<file path="config.mk">
export PLATFORM = sky130hd
export DESIGN_NAME = motion_sequencer
export DESIGN_NICKNAME = d
export VERILOG_FILES = /design/src/rtl/motion_sequencer.sv
export SDC_FILE = /design/constraint.sdc
export NUM_CORES = 1
export LEC_CHECK = 0
export CAP_MARGIN = 10
export CELL_PAD_IN_SITES_DETAIL_PLACEMENT = 1
export CELL_PAD_IN_SITES_GLOBAL_PLACEMENT = 1
export CORE_AREA = 4 4 134 136
export CTS_BUF_LIST = sky130_fd_sc_hd__clkbuf_8 sky130_fd_sc_hd__clkbuf_16
export DETAILED_ROUTE_END_ITERATION = 8
export DIE_AREA = 0 0 138 140
export PLACE_DENSITY = 0.45
export SLEW_MARGIN = 20
export SYNTH_ARGS = -nofsm -noshare
export SYNTH_HDL_FRONTEND = slang
export SYNTH_SLANG_ARGS = --single-unit
</file>
<file path="constraint.sdc">
create_clock -name clk -period 2.7 [get_ports clk]
set_input_delay 0.405 -clock clk [delete_from_list [all_inputs] [get_ports clk]]
set_output_delay 0.405 -clock clk [all_outputs]
set_load 0.03 [all_outputs]
</file>
<file path="src/rtl/motion_sequencer.sv">
// Rover motion sequencer: accepts timed motion commands, forces a stop dead-time on
// direction-class changes, and latches a stall fault from the overcurrent comparators.
module motion_sequencer #(
  parameter int TICK_DIV    = 100000,
  parameter int DEADTIME_MS = 50,
  parameter int STALL_MS    = 200,
  parameter int DUR_W       = 12
) (
  input  logic             clk,
  input  logic             reset,
  input  logic             cmd_valid,
  output logic             cmd_ready,
  input  logic [3:0]       cmd_code,
  input  logic [DUR_W-1:0] cmd_dur,
  input  logic             abort,
  input  logic             oc_left,
  input  logic             oc_right,
  input  logic             fault_clr,
  output logic [7:0]       state,
  output logic             busy,
  output logic             done,
  output logic             fault
);
  localparam int PW  = $clog2(TICK_DIV + 1);
  localparam int DTW = $clog2(DEADTIME_MS + 1);
  localparam int CW  = (DUR_W > DTW) ? DUR_W : DTW;
  localparam int SW  = $clog2(STALL_MS + 1);

  typedef enum logic [3:0] {
    IDLE     = 4'b0001,
    DEADTIME = 4'b0010,
    RUN      = 4'b0100,
    FAULT    = 4'b1000
  } fsm_t;

  typedef enum logic [2:0] {C_S, C_F, C_B, C_R, C_L} dclass_t;

  function automatic logic [3:0] norm_code(input logic [3:0] c);
    return (c > 4'd8) ? 4'd0 : c;
  endfunction

  function automatic dclass_t dir_class(input logic [3:0] c);
    case (c)
      4'd1, 4'd2, 4'd6, 4'd8: return C_F;
      4'd3, 4'd4:             return C_B;
      4'd5:                   return C_R;
      4'd7:                   return C_L;
      default:                return C_S;
    endcase
  endfunction

  fsm_t             fsm;
  logic [PW-1:0]    presc;
  logic [CW-1:0]    tcnt;      // dead-time ticks in DEADTIME, remaining ms in RUN (0 = untimed)
  logic [SW-1:0]    stall_cnt;
  logic [3:0]       cur_code;
  logic [3:0]       pend_code;
  logic [DUR_W-1:0] pend_dur;
  logic [1:0]       oc_l_ff, oc_r_ff;

  logic       oc_any, tick, accept;
  logic [3:0] req_code;
  dclass_t    req_cls, cur_cls;

  assign state     = {4'h0, cur_code};
  assign cmd_ready = (fsm == IDLE) || (fsm == RUN);
  assign busy      = (fsm == DEADTIME) || (fsm == RUN);
  assign fault     = (fsm == FAULT);

  assign oc_any   = oc_l_ff[1] | oc_r_ff[1];
  assign tick     = busy && (presc == PW'(TICK_DIV - 1));
  assign accept   = cmd_valid && cmd_ready;
  assign req_code = norm_code(cmd_code);
  assign req_cls  = dir_class(req_code);
  assign cur_cls  = dir_class(cur_code);

  always_ff @(posedge clk or posedge reset) begin
    if (reset) begin
      oc_l_ff <= '0;
      oc_r_ff <= '0;
    end else begin
      oc_l_ff <= {oc_l_ff[0], oc_left};
      oc_r_ff <= {oc_r_ff[0], oc_right};
    end
  end

  always_ff @(posedge clk or posedge reset) begin
    if (reset) begin
      fsm       <= IDLE;
      cur_code  <= '0;
      done      <= 1'b0;
      presc     <= '0;
      tcnt      <= '0;
      stall_cnt <= '0;
      pend_code <= '0;
      pend_dur  <= '0;
    end else begin
      done  <= 1'b0;
      // Free-running inside DEADTIME/RUN; every entry path below lands on 0.
      presc <= (busy && !tick) ? presc + PW'(1) : '0;

      if (fsm != RUN || !oc_any)
        stall_cnt <= '0;
      else if (tick && stall_cnt != SW'(STALL_MS))
        stall_cnt <= stall_cnt + SW'(1);

      unique case (fsm)
        IDLE: begin
          if (accept && req_cls != C_S) begin
            fsm       <= RUN;
            cur_code  <= req_code;
            tcnt      <= CW'(cmd_dur);
            stall_cnt <= '0;
          end
        end

        DEADTIME: begin
          if (abort) begin
            fsm  <= IDLE;
            tcnt <= '0;
          end else if (tick) begin
            if (tcnt <= CW'(1)) begin
              fsm      <= RUN;
              cur_code <= pend_code;
              tcnt     <= CW'(pend_dur);
            end else begin
              tcnt <= tcnt - CW'(1);
            end
          end
        end

        RUN: begin
          // Priority: stall > abort > expiry > accept.
          if (oc_any && tick && stall_cnt == SW'(STALL_MS - 1)) begin
            fsm       <= FAULT;
            cur_code  <= '0;
            tcnt      <= '0;
            stall_cnt <= '0;
          end else if (abort) begin
            fsm       <= IDLE;
            cur_code  <= '0;
            tcnt      <= '0;
            stall_cnt <= '0;
          end else if (tick && tcnt == CW'(1)) begin
            fsm       <= IDLE;
            cur_code  <= '0;
            tcnt      <= '0;
            stall_cnt <= '0;
            done      <= 1'b1;
          end else if (accept) begin
            if (req_cls == C_S) begin
              fsm       <= IDLE;
              cur_code  <= '0;
              tcnt      <= '0;
              stall_cnt <= '0;
            end else if (req_cls == cur_cls) begin
              cur_code <= req_code;
              tcnt     <= CW'(cmd_dur);
              presc    <= '0;
            end else begin
              fsm       <= DEADTIME;
              cur_code  <= '0;
              pend_code <= req_code;
              pend_dur  <= cmd_dur;
              tcnt      <= CW'(DEADTIME_MS);
              presc     <= '0;
              stall_cnt <= '0;
            end
          end else if (tick && tcnt != '0) begin
            tcnt <= tcnt - CW'(1);
          end
        end

        FAULT: begin
          if (fault_clr) fsm <= IDLE;
        end

        default: begin
          fsm      <= IDLE;
          cur_code <= '0;
        end
      endcase
    end
  end
endmodule
</file>
==> results.md <==
* Worst-skew pair later-pin latency at 340 ps
* Total grt overflow at 0
* Final hold vios at 0
* Fin nets at approximately 540
* EDFF count, synth at 0
* Antenna violations before repair at 0
* Final wirelength at around 12 mm
* Die width at between 100 and 150 um
* Synth Register Bits at 66
* Synthesized area per cell at around 9.5 um^2
* Most numerous cell in the Yosys netlist: nor2_1
* Core area at 16,900 um^2
* Asr flop ratio synth at 1.00
* Final max-slew violation count at 0
* Hold Path Class: flop to flop
* Slowest CP cell: clkdlybuf4s50_1
* Vias in the first global route at between 3k and 4k
* Die Footprint at around 19,000 um^2
* Largest fanout on the critical path at 5
* Final Cell Area at around 5400 um^2
* Starting DRT DRC Count at 104
* Largest net degree at the start of global routing at 49
* Synth top cells by count: 67 x nor2_1, 65 x dfrtp_1, 39 x nand2_1
* Most used cell, CP: buf_4
* GR Util All Layers at 0.127
* Worst-path clk slew at 60 ps
* Clk root buf: clkbuf_16
* Predominant post-synthesis flop cell: dfrtp_1
* Total power at 4.94 mW
* Residual DRC at 0
* Layout cells sized above 1 at 0.236
* Cells after DPL at roughly 700
* Critical Path RT at around 3000 ps
* Post-synth top area share at 0.409
* IO buf count at 30
* # hold bufs at CTS at 0
* Cell taking the most area after synthesis: dfrtp_1
* Worst hold slack at 349 ps
* P per Cell Area at ~910 nW/um^2
* Inserted Clock Buffers at 9
* Tcrit/Tclk final at 0.959
* Via count at 3,384
* Part of the Yosys area used for sequential elements at 0.415
* Synthesis-to-layout area growth at 35.6%
* Crit-path cells: clkdlybuf4s50_1 > buf_4 > and2b_1 > a2111oi_2 > o31a_1 > or2_4 > or3_4 > buf_6 > buf_4 > o31ai_4
* Kind of critical path: primary input to flop
* Setup Viol. Count Final at 0
* Clk_skew at 6.94 ps
* Die Y at about 140 um
* Synth warn at 0
* Final std cells w/o fill at 733
* CTS sink count at 66
* Synth top area cells: dfrtp_1 41%, nor2_1 6.3%, xor2_1 4.2%, xnor2_1 3.7%, nand2_1 3.7%
* Per-cell routed wire length at 16.1 um
* Placed cell areas at between 4000 and 5000 um^2
* Final Util at 0.319
* Library cells used by synthesis at 69
* Routability cong. at 0.733
* Status: completed
* Max-cap violation count at 0
* IR Drop Worst-Case VDD at approximately 0.00035 V
* Synth Instances at 417
* CTS tree: built
* # rows at 48
* Max Fclk at about 390 MHz
* Critical Path Start Type: primary input
* Synthesized area at 3980 um^2
* H-tree depth at 3
* Max Root-Sink Buffers at 2
* Via/cell ratio at 4.62
* Routed Antenna Nets at 0
* Fill count at 1,952
* CP Capture Type: flop
* N_diodes at 0
* Minimum clock period at ~2600 ps
* Initial Utilization at 0.235
* Crit path largest cell delay at 550 ps
* First-pass GRT wire length at 19.6 mm
* First drt pass iteration count at 4
* CP Data Arrival Time at 2850 ps
* Leakage Power at between 2 and 2.5 nW
* HPWL after DPL at 8.81 mm
* IO Pins at 35
## area by class of cell
cell class / instances / area (um^2) / share of cell area
Multi-Input combinational cell: 322 / 2250 / 0.418
Sequential cell: 66 / 1650 / 0.306
Timing Repair Buffer: 86 / 802 / 0.149
Tap cell: 225 / 282 / 0.0522
Clock buffer: 12 / 267 / 0.0494
Clock inverter: 4 / 72.6 / 0.0134
Inverter: 18 / 67.6 / 0.0125
## what timing repair did
action / CTS / global route
gates cloned: 0 / 1
pin swaps: 0 / 10
buffers inserted: 0 / 4
setup endpoints to repair: 15 / 26
resized for setup: 6 / 20
## logic make-up (layout without fill, tap and decap cells)
group	after synthesis	count (layout)	share of synthesized area
other	1	4	0.000942
XOR/XNOR	36	36	0.0792
AND/OR/NAND/NOR	187	187	0.256
AO/OA/AOI/OAI	70	70	0.132
flip-flops	66	66	0.415
adder cells (fa/ha/maj)	9	9	0.0283
multiplexers	16	16	0.0446
buffers and inverters	32	120	0.0440
## critical path, delay by kind of cell
kind            cells  cell delay, ps
buf+inv             4             990
simple gates        3             820
compound gates      3             640
## final timing paths
kind	start	end	slack, ps	cells past startpoint
worst max register to register	presc[9]	tcnt[5]	200	7
worst min register to register	oc_r_ff[0]	oc_r_ff[1]	350	0
worst max-delay path	cmd_code[2]	tcnt[5]	110	10
worst min-delay path	oc_r_ff[0]	oc_r_ff[1]	350	0
max in group asynchronous	reset	tcnt[7]	1680	3
min in group asynchronous	reset	fsm[1]	400	2
## stage by stage
| stage | TNS [ps] | setup WS, ps |
|---|---|---|
| 2_1_floorplan | 0 | 231 |
| 3_3_place_gp | -16510 | -383 |
| 3_5_place_dp | -18760 | -445 |
| 4_1_cts | 0 | 2.38 |
| 5_1_grt | -22.9 | -10.1 |
| 6_report | 0 | 110 |
## report_power, final
group | total (mW) | switching, mW | internal (mW)
clock network | 1.34 | 0.459 | 0.882
registers | 1.47 | 0.226 | 1.24
logic | 2.13 | 1.08 | 1.05
## sequential cells by signal, summed over array words and instances (netlist names), 2 cells and up
name and cells:
oc_r_ff 2, tcnt 12, cur_code 4, pend_code 4, oc_l_ff 2, fsm 4
stall_cnt 8, presc 17, pend_dur 12
## layout by cell type, fill, tap and decap left out, drive strengths merged, types with 4 or more instances in the layout
cell and count:
conb 4, nor2b 6, a21oi 9, nor4b 6, nand2 39, or3 4
a221o 4, o211ai 4, o21ai 22, xor2 19, ha 9, nand3 11
mux2 14, inv 17, a211oi 5, dfrtp 65, nand4 8, or4b 4
nor2 69, clkbuf 12, xnor2 17, nor3 11, buf 56, clkdlybuf4s50 25
and3 5
## metal layers
metal	routed length (um)	GRT usage	part of all wire	vias up
met4	144	0.0359	0.012	0
met5	0	0	0	-
met3	329	0.0324	0.028	9
met1	5590	0.164	0.47	1697
li1	-	-	-	1644
met2	5730	0.211	0.49	34
Note: power is estimated with default switching activity, not from simulation.
